==> config.mk <==
export PLATFORM = sky130hd
export DESIGN_NAME = frame_sequencer_flat
export DESIGN_NICKNAME = d
export VERILOG_FILES = /design/src/rtl/pixel_seq_pkg.sv /design/src/rtl/frame_sequencer_if.sv /design/src/rtl/exposure_timer.sv /design/src/rtl/frame_sequencer.sv /design/src/flat_wrapper.sv
export SDC_FILE = /design/constraint.sdc
export NUM_CORES = 1
export LEC_CHECK = 0
export ABC_CLOCK_PERIOD_IN_PS = 5200
export BUFFER_PORTS_ARGS = -buffer_cell sky130_fd_sc_hd__buf_2
export CAP_MARGIN = 20
export CORE_UTILIZATION = 55
export DETAILED_ROUTE_END_ITERATION = 10
export PLACE_DENSITY = 0.95
export SLEW_MARGIN = 20
export SYNTH_ARGS = -nofsm -noshare
export SYNTH_HDL_FRONTEND = slang
export SYNTH_SLANG_ARGS = --single-unit
==> constraint.sdc <==
create_clock -name clk -period 5.2 [get_ports clk]
set_input_delay 1.04 -clock clk [delete_from_list [all_inputs] [get_ports clk]]
set_output_delay 1.04 -clock clk [all_outputs]
set_load 0.1 [all_outputs]
==> src/rtl/pixel_seq_pkg.sv <==
// Shared constants and state encoding for the pixel frame sequencer.
package pixel_seq_pkg;

    localparam int DEF_ROWS  = 4;
    localparam int DEF_ROW_W = 2;
    localparam int DEF_ADC_W = 8;
    localparam int DEF_EXP_W = 8;

    typedef enum logic [2:0] {
        ST_IDLE    = 3'd0,
        ST_ERASE   = 3'd1,
        ST_EXPOSE  = 3'd2,
        ST_SELECT  = 3'd3,
        ST_CONVERT = 3'd4,
        ST_DONE    = 3'd5
    } state_e;

endpackage

==> src/rtl/frame_sequencer_if.sv <==
// ADC handshake and result stream between the sequencer and its neighbours.
interface frame_sequencer_if #(
    parameter int ROW_W = pixel_seq_pkg::DEF_ROW_W,
    parameter int ADC_W = pixel_seq_pkg::DEF_ADC_W
);
    logic             adc_start;
    logic             adc_done;
    logic [ADC_W-1:0] adc_data;
    logic             out_valid;
    logic             out_ready;
    logic [ADC_W-1:0] out_data;
    logic [ROW_W-1:0] out_row;

    modport master (
        output adc_start,
        input  adc_done,
        input  adc_data,
        output out_valid,
        output out_data,
        output out_row,
        input  out_ready
    );

    modport slave (
        input  adc_start,
        output adc_done,
        output adc_data,
        input  out_valid,
        input  out_data,
        input  out_row,
        output out_ready
    );
endinterface

==> src/rtl/exposure_timer.sv <==
// Loadable down-counter that stops at zero; used to time the exposure window.
module exposure_timer #(
    parameter int EXP_W = 8
) (
    input  logic             clk,
    input  logic             reset,
    input  logic             load,
    input  logic [EXP_W-1:0] load_val,
    input  logic             dec,
    output logic             zero
);
    logic [EXP_W-1:0] count_q;
    logic [EXP_W-1:0] count_d;

    always_comb begin
        count_d = count_q;
        if (load) begin
            count_d = load_val;
        end else if (dec && (count_q != '0)) begin
            count_d = count_q - 1'b1;
        end
    end

    always_ff @(posedge clk or negedge reset) begin
        if (!reset) begin
            count_q <= '0;
        end else begin
            count_q <= count_d;
        end
    end

    assign zero = (count_q == '0);
endmodule

==> src/rtl/frame_sequencer.sv <==
// Image-sensor frame sequencer: erase, expose, then read each row through a SAR ADC
// into a one-entry valid/ready result buffer.
module frame_sequencer
    import pixel_seq_pkg::*;
#(
    parameter int ROWS  = DEF_ROWS,
    parameter int ROW_W = DEF_ROW_W,
    parameter int ADC_W = DEF_ADC_W,
    parameter int EXP_W = DEF_EXP_W
) (
    input  logic             clk,
    input  logic             reset,
    input  logic             frame_start,
    input  logic [EXP_W-1:0] exp_time,
    output logic             erase,
    output logic             expose,
    output logic             row_en,
    output logic [ROW_W-1:0] row_sel,
    output logic             busy,
    output logic             frame_done,
    frame_sequencer_if.master bus
);
    state_e           state_q, state_d;
    logic [ROW_W-1:0] row_q, row_d;
    logic             first_q, first_d;
    logic             out_valid_q, out_valid_d;
    logic [ADC_W-1:0] out_data_q, out_data_d;
    logic [ROW_W-1:0] out_row_q, out_row_d;

    logic             adc_start;
    logic             tmr_load;
    logic             tmr_zero;
    logic [EXP_W-1:0] tmr_val;
    logic             buf_free;
    logic             handshake;
    logic             last_row;

    // Loading exp-1 makes the zero flag coincide with the final exposure cycle;
    // an exposure of 0 collapses to the same load as 1.
    assign tmr_load  = (state_q == ST_IDLE) && frame_start;
    assign tmr_val   = (exp_time == '0) ? '0 : exp_time - 1'b1;
    assign handshake = out_valid_q && bus.out_ready;
    assign buf_free  = !out_valid_q || bus.out_ready;
    assign last_row  = (row_q == ROW_W'(ROWS - 1));

    exposure_timer #(.EXP_W(EXP_W)) u_timer (
        .clk      (clk),
        .reset    (reset),
        .load     (tmr_load),
        .load_val (tmr_val),
        .dec      (state_q == ST_EXPOSE),
        .zero     (tmr_zero)
    );

    always_ff @(posedge clk or negedge reset) begin
        if (!reset) begin
            state_q <= ST_IDLE;
        end else begin
            state_q <= state_d;
        end
    end

    always_comb begin
        state_d = state_q;
        unique case (state_q)
            ST_IDLE:    if (frame_start) state_d = ST_ERASE;
            ST_ERASE:   state_d = ST_EXPOSE;
            ST_EXPOSE:  if (tmr_zero) state_d = ST_SELECT;
            ST_SELECT:  if (buf_free) state_d = ST_CONVERT;
            ST_CONVERT: if (bus.adc_done) state_d = last_row ? ST_DONE : ST_SELECT;
            ST_DONE:    if (!out_valid_q) state_d = ST_IDLE;
            default:    state_d = ST_IDLE;
        endcase
    end

    always_comb begin
        erase      = (state_q == ST_ERASE);
        expose     = (state_q == ST_EXPOSE);
        row_en     = (state_q == ST_SELECT) || (state_q == ST_CONVERT);
        row_sel    = row_en ? row_q : '0;
        adc_start  = (state_q == ST_CONVERT) && first_q;
        busy       = (state_q != ST_IDLE);
        frame_done = (state_q == ST_DONE) && !out_valid_q;
    end

    // Row counter, start-pulse flag and the single result buffer.
    always_comb begin
        row_d       = row_q;
        first_d     = 1'b0;
        out_valid_d = out_valid_q;
        out_data_d  = out_data_q;
        out_row_d   = out_row_q;
        if (handshake) begin
            out_valid_d = 1'b0;
        end
        if (tmr_load) begin
            row_d = '0;
        end
        if ((state_q == ST_SELECT) && buf_free) begin
            first_d = 1'b1;
        end
        if ((state_q == ST_CONVERT) && bus.adc_done) begin
            out_valid_d = 1'b1;
            out_data_d  = bus.adc_data;
            out_row_d   = row_q;
            if (!last_row) begin
                row_d = row_q + 1'b1;
            end
        end
    end

    always_ff @(posedge clk or negedge reset) begin
        if (!reset) begin
            row_q       <= '0;
            first_q     <= 1'b0;
            out_valid_q <= 1'b0;
            out_data_q  <= '0;
            out_row_q   <= '0;
        end else begin
            row_q       <= row_d;
            first_q     <= first_d;
            out_valid_q <= out_valid_d;
            out_data_q  <= out_data_d;
            out_row_q   <= out_row_d;
        end
    end

    assign bus.adc_start = adc_start;
    assign bus.out_valid = out_valid_q;
    assign bus.out_data  = out_data_q;
    assign bus.out_row   = out_row_q;
endmodule

==> src/flat_wrapper.sv <==
// flat-port wrapper written by rule: the top's interface ports become plain ports
module frame_sequencer_flat import pixel_seq_pkg::*;
#(
    parameter int ROWS  = DEF_ROWS,
    parameter int ROW_W = DEF_ROW_W,
    parameter int ADC_W = DEF_ADC_W,
    parameter int EXP_W = DEF_EXP_W
)
  (clk, reset, frame_start, exp_time, erase, expose, row_en, row_sel, busy, frame_done, bus_adc_start, bus_adc_done, bus_adc_data, bus_out_valid, bus_out_data, bus_out_row, bus_out_ready);
  frame_sequencer_if #(.ROW_W(ROW_W), .ADC_W(ADC_W)) bus_i ();
  input  logic clk;
  input  logic reset;
  input  logic frame_start;
  input  logic [EXP_W-1:0] exp_time;
  output logic erase;
  output logic expose;
  output logic row_en;
  output logic [ROW_W-1:0] row_sel;
  output logic busy;
  output logic frame_done;
  output wire logic [$bits(bus_i.adc_start)-1:0] bus_adc_start;
  input wire logic [$bits(bus_i.adc_done)-1:0] bus_adc_done;
  input wire logic [$bits(bus_i.adc_data)-1:0] bus_adc_data;
  output wire logic [$bits(bus_i.out_valid)-1:0] bus_out_valid;
  output wire logic [$bits(bus_i.out_data)-1:0] bus_out_data;
  output wire logic [$bits(bus_i.out_row)-1:0] bus_out_row;
  input wire logic [$bits(bus_i.out_ready)-1:0] bus_out_ready;
  assign bus_adc_start = bus_i.adc_start;
  assign bus_i.adc_done = bus_adc_done;
  assign bus_i.adc_data = bus_adc_data;
  assign bus_out_valid = bus_i.out_valid;
  assign bus_out_data = bus_i.out_data;
  assign bus_out_row = bus_i.out_row;
  assign bus_i.out_ready = bus_out_ready;
  frame_sequencer #(.ROWS(ROWS), .ROW_W(ROW_W), .ADC_W(ADC_W), .EXP_W(EXP_W)) u_core (.clk(clk), .reset(reset), .frame_start(frame_start), .exp_time(exp_time), .erase(erase), .expose(expose), .row_en(row_en), .row_sel(row_sel), .busy(busy), .frame_done(frame_done), .bus(bus_i));
endmodule
==> results by group <==
Global routing
  – Vias in the first global route: 1163
  – Top Usage Layer GRT: met2
  – Initial antenna violation count: 0
  – Maximum number of pins on one net before global-route repair: 26
  – Met3 Usage GRT: 3.16%
  – Met1 usage: 29.9%
  – First-pass GRT wire length: 4800 um
  – Met2 GRT Util: roughly two fifths
  – Gr usage total: 24.0%
  – Global route overflow: 0

Routing
  – Initial drt markers: 24
  – Final ANT Viol Nets: 0
  – Via count: 1254
  – Vias per inst: about 5.5
  – Residual DRC: 2
  – WL/cell: approximately 13 um
  – DRT Pass-1 Iters: 7
  – Final WL: 3000 um

Placed design
  – Final GP Congestion: approximately 0.91
  – Buffers on Ports: 39
  – Post-DP HPWL: 2310 um

STA
  – Final number of setup-violating endpoints: 0
  – Final Cycle Share: 55.8%
  – RSZ-0062 raised after global routing: false
  – Final Hold Vio Count: 0
  – Min Tclk post-route: ~2.9 ns
  – Worst Tran Pin Value: 0.867 ns
  – Final Skew: about 0.011 ns
  – Setup_tns: 0 ns
  – F_max: between 0.3 and 0.4 GHz
  – Final slew viol count: 0
  – Relative slew margins: 42.1%

Clock tree
  – Post-CTS Hold Buffers: 0
  – PostCTS Resize Cnt: 0
  – CTS Buffer Depth: 2
  – TritonCTS clock tree: yes
  – Post-CTS Setup Repair Bufs: 0
  – Htree depth: 1
  – CTS clk-pin slew, worst paths: 0.15 ns
  – Root buf cell: clkbuf_4
  – CTS sink count: 25
  – Num CTS Buffers: 3
  – Worst-Skew Late Latency: about 0.33 ns

Synth
  – Mapped Avg Cell Area: 8.91 um2
  – Syn nets: approximately 190
  – Mapped Area: 0.00143 mm2
  – EDFF count, synth: 0
  – Synth Flop Type: dfrtp_1
  – Yosys cell types: 40
  – YS warnings: 0
  – Synth area leader: dfrtp_1
  – Cell count after synthesis: 160
  – Count leader, synth: nand2_1
  – Synth top area share: a little over two fifths
  – Synth async-reset ratio: 100%
  – Post-synthesis sequential area ratio: a little over two fifths
  – Top cells by count, synth: nand2_1, dfrtp_1, nor2_1
  – Yosys reg bits: 25
  – Synth area leaders: dfrtp_1, nand2_1, ha_1

Worst setup path
  – Crit end category: primary output
  – Critical path arrival: 1.86 ns
  – Worst-path maximum fanout: 13
  – CP Class: flop to primary output
  – Startpoint types: flop
  – Worst path required time: 4.16 ns

Floorplanning
  – Overall die height: 52.9 um
  – IO Pins: 40
  – Die area: ~0.0028 mm2
  – Effective utilization at floorplan: between 50 and 60%
  – Core area: 0.00245 mm2
  – Die Span X: 52.9 um
  – Row Count: 18

Outcome
  – Run status: complete, but fails checks
  – Failing checks: DRC

Final layout
  – Antenna cells: 0
  – Number of fill cells: 215
  – Layout cell share with drive strength beyond 1: 25.4%
  – Total Nets Final: ~220
  – Syn-to-layout area delta: 16.2%

Hold path
  – HP Class: flop to flop

Run
  – Max cap viols: 0
## kinds of logic (layout without fill, tap and decap cells)
group	count (synthesis)	in the layout	share of synthesized area, %
compound gates	26	26	12.5
xor+xnor	9	9	5.53
mux	4	4	2.81
buf+inv	12	49	3.77
fa+ha+maj	5	5	4.39
flops	25	25	43.9
simple gates	79	79	27.1
## worst paths after layout
path | start | to | slack (ns) | cells past startpoint
setup / recovery | u_core.state_q[0] | row_sel[1] | 2.30 | 4
hold / removal | u_core.bus.out_data[2] | u_core.bus.out_data[2] | 0.49 | 2
setup reg to reg | u_core.state_q[2] | u_core.u_timer.count_q[3] | 3.04 | 5
hold reg to reg | u_core.bus.out_data[2] | u_core.bus.out_data[2] | 0.49 | 2
max in group asynchronous | reset | u_core.bus.out_valid | 4.17 | 1
min in group asynchronous | reset | u_core.bus.out_data[1] | 0.67 | 1
## final cells by class
cell class	count	area (um2)	area share (%)
repair buffers	39	195	11.8
clock inverters	1	7.51	0.453
well taps	30	37.5	2.26
clock buffers	3	22.5	1.36
inverters	6	22.5	1.36
multi-input cells	123	747	45.1
flip-flops and latches	25	626	37.7
## per-stage QoR
step	setup slack, ns	std cells	util [%]	instance area, um2	hold WS (ns)
after detailed placement	2.57	223	66.3	1630	0.456
after CTS	2.28	227	67.5	1660	0.491
final	2.30	227	67.5	1660	0.487
after global routing	2.11	227	67.5	1660	0.511
after global placement	2.69	223	66.3	1630	0.453
after floorplan	0.372	160	-	1430	0.479
## critical path, stage by stage (launching register included)
cell	delay, ns
dfrtp_1	0.53
nor2_1	0.27
a22o_1	0.21
and2_1	0.12
buf_2	0.41
## registers in the layout, summed over array words and instances, names as in the netlist
signal                  cells
u_core.row_q                2
u_core.state_q              3
u_core.u_timer.count_q      8
u_core.bus.out_row          2
u_core.bus.out_valid        1
u_core.bus.out_data         8
u_core.first_q              1
## metal layers
metal	wire, um	vias up
met5	0	-
met4	51	0
met3	104	6
met2	1470	39
met1	1370	586
li1	-	623
## layout by cell type, fill, tap and decap left out, types with 4 or more instances in the layout
master,count
nand2_1,39
buf_2,39
dfrtp_1,25
nor2_1,11
a21oi_1,7
inv_1,6
xor2_1,6
ha_1,5
mux2i_1,4
nor3b_1,4
o22ai_1,4
Power is not shown: default switching activity piles up to over one toggle a cycle in this logic, so the estimate is an artifact.
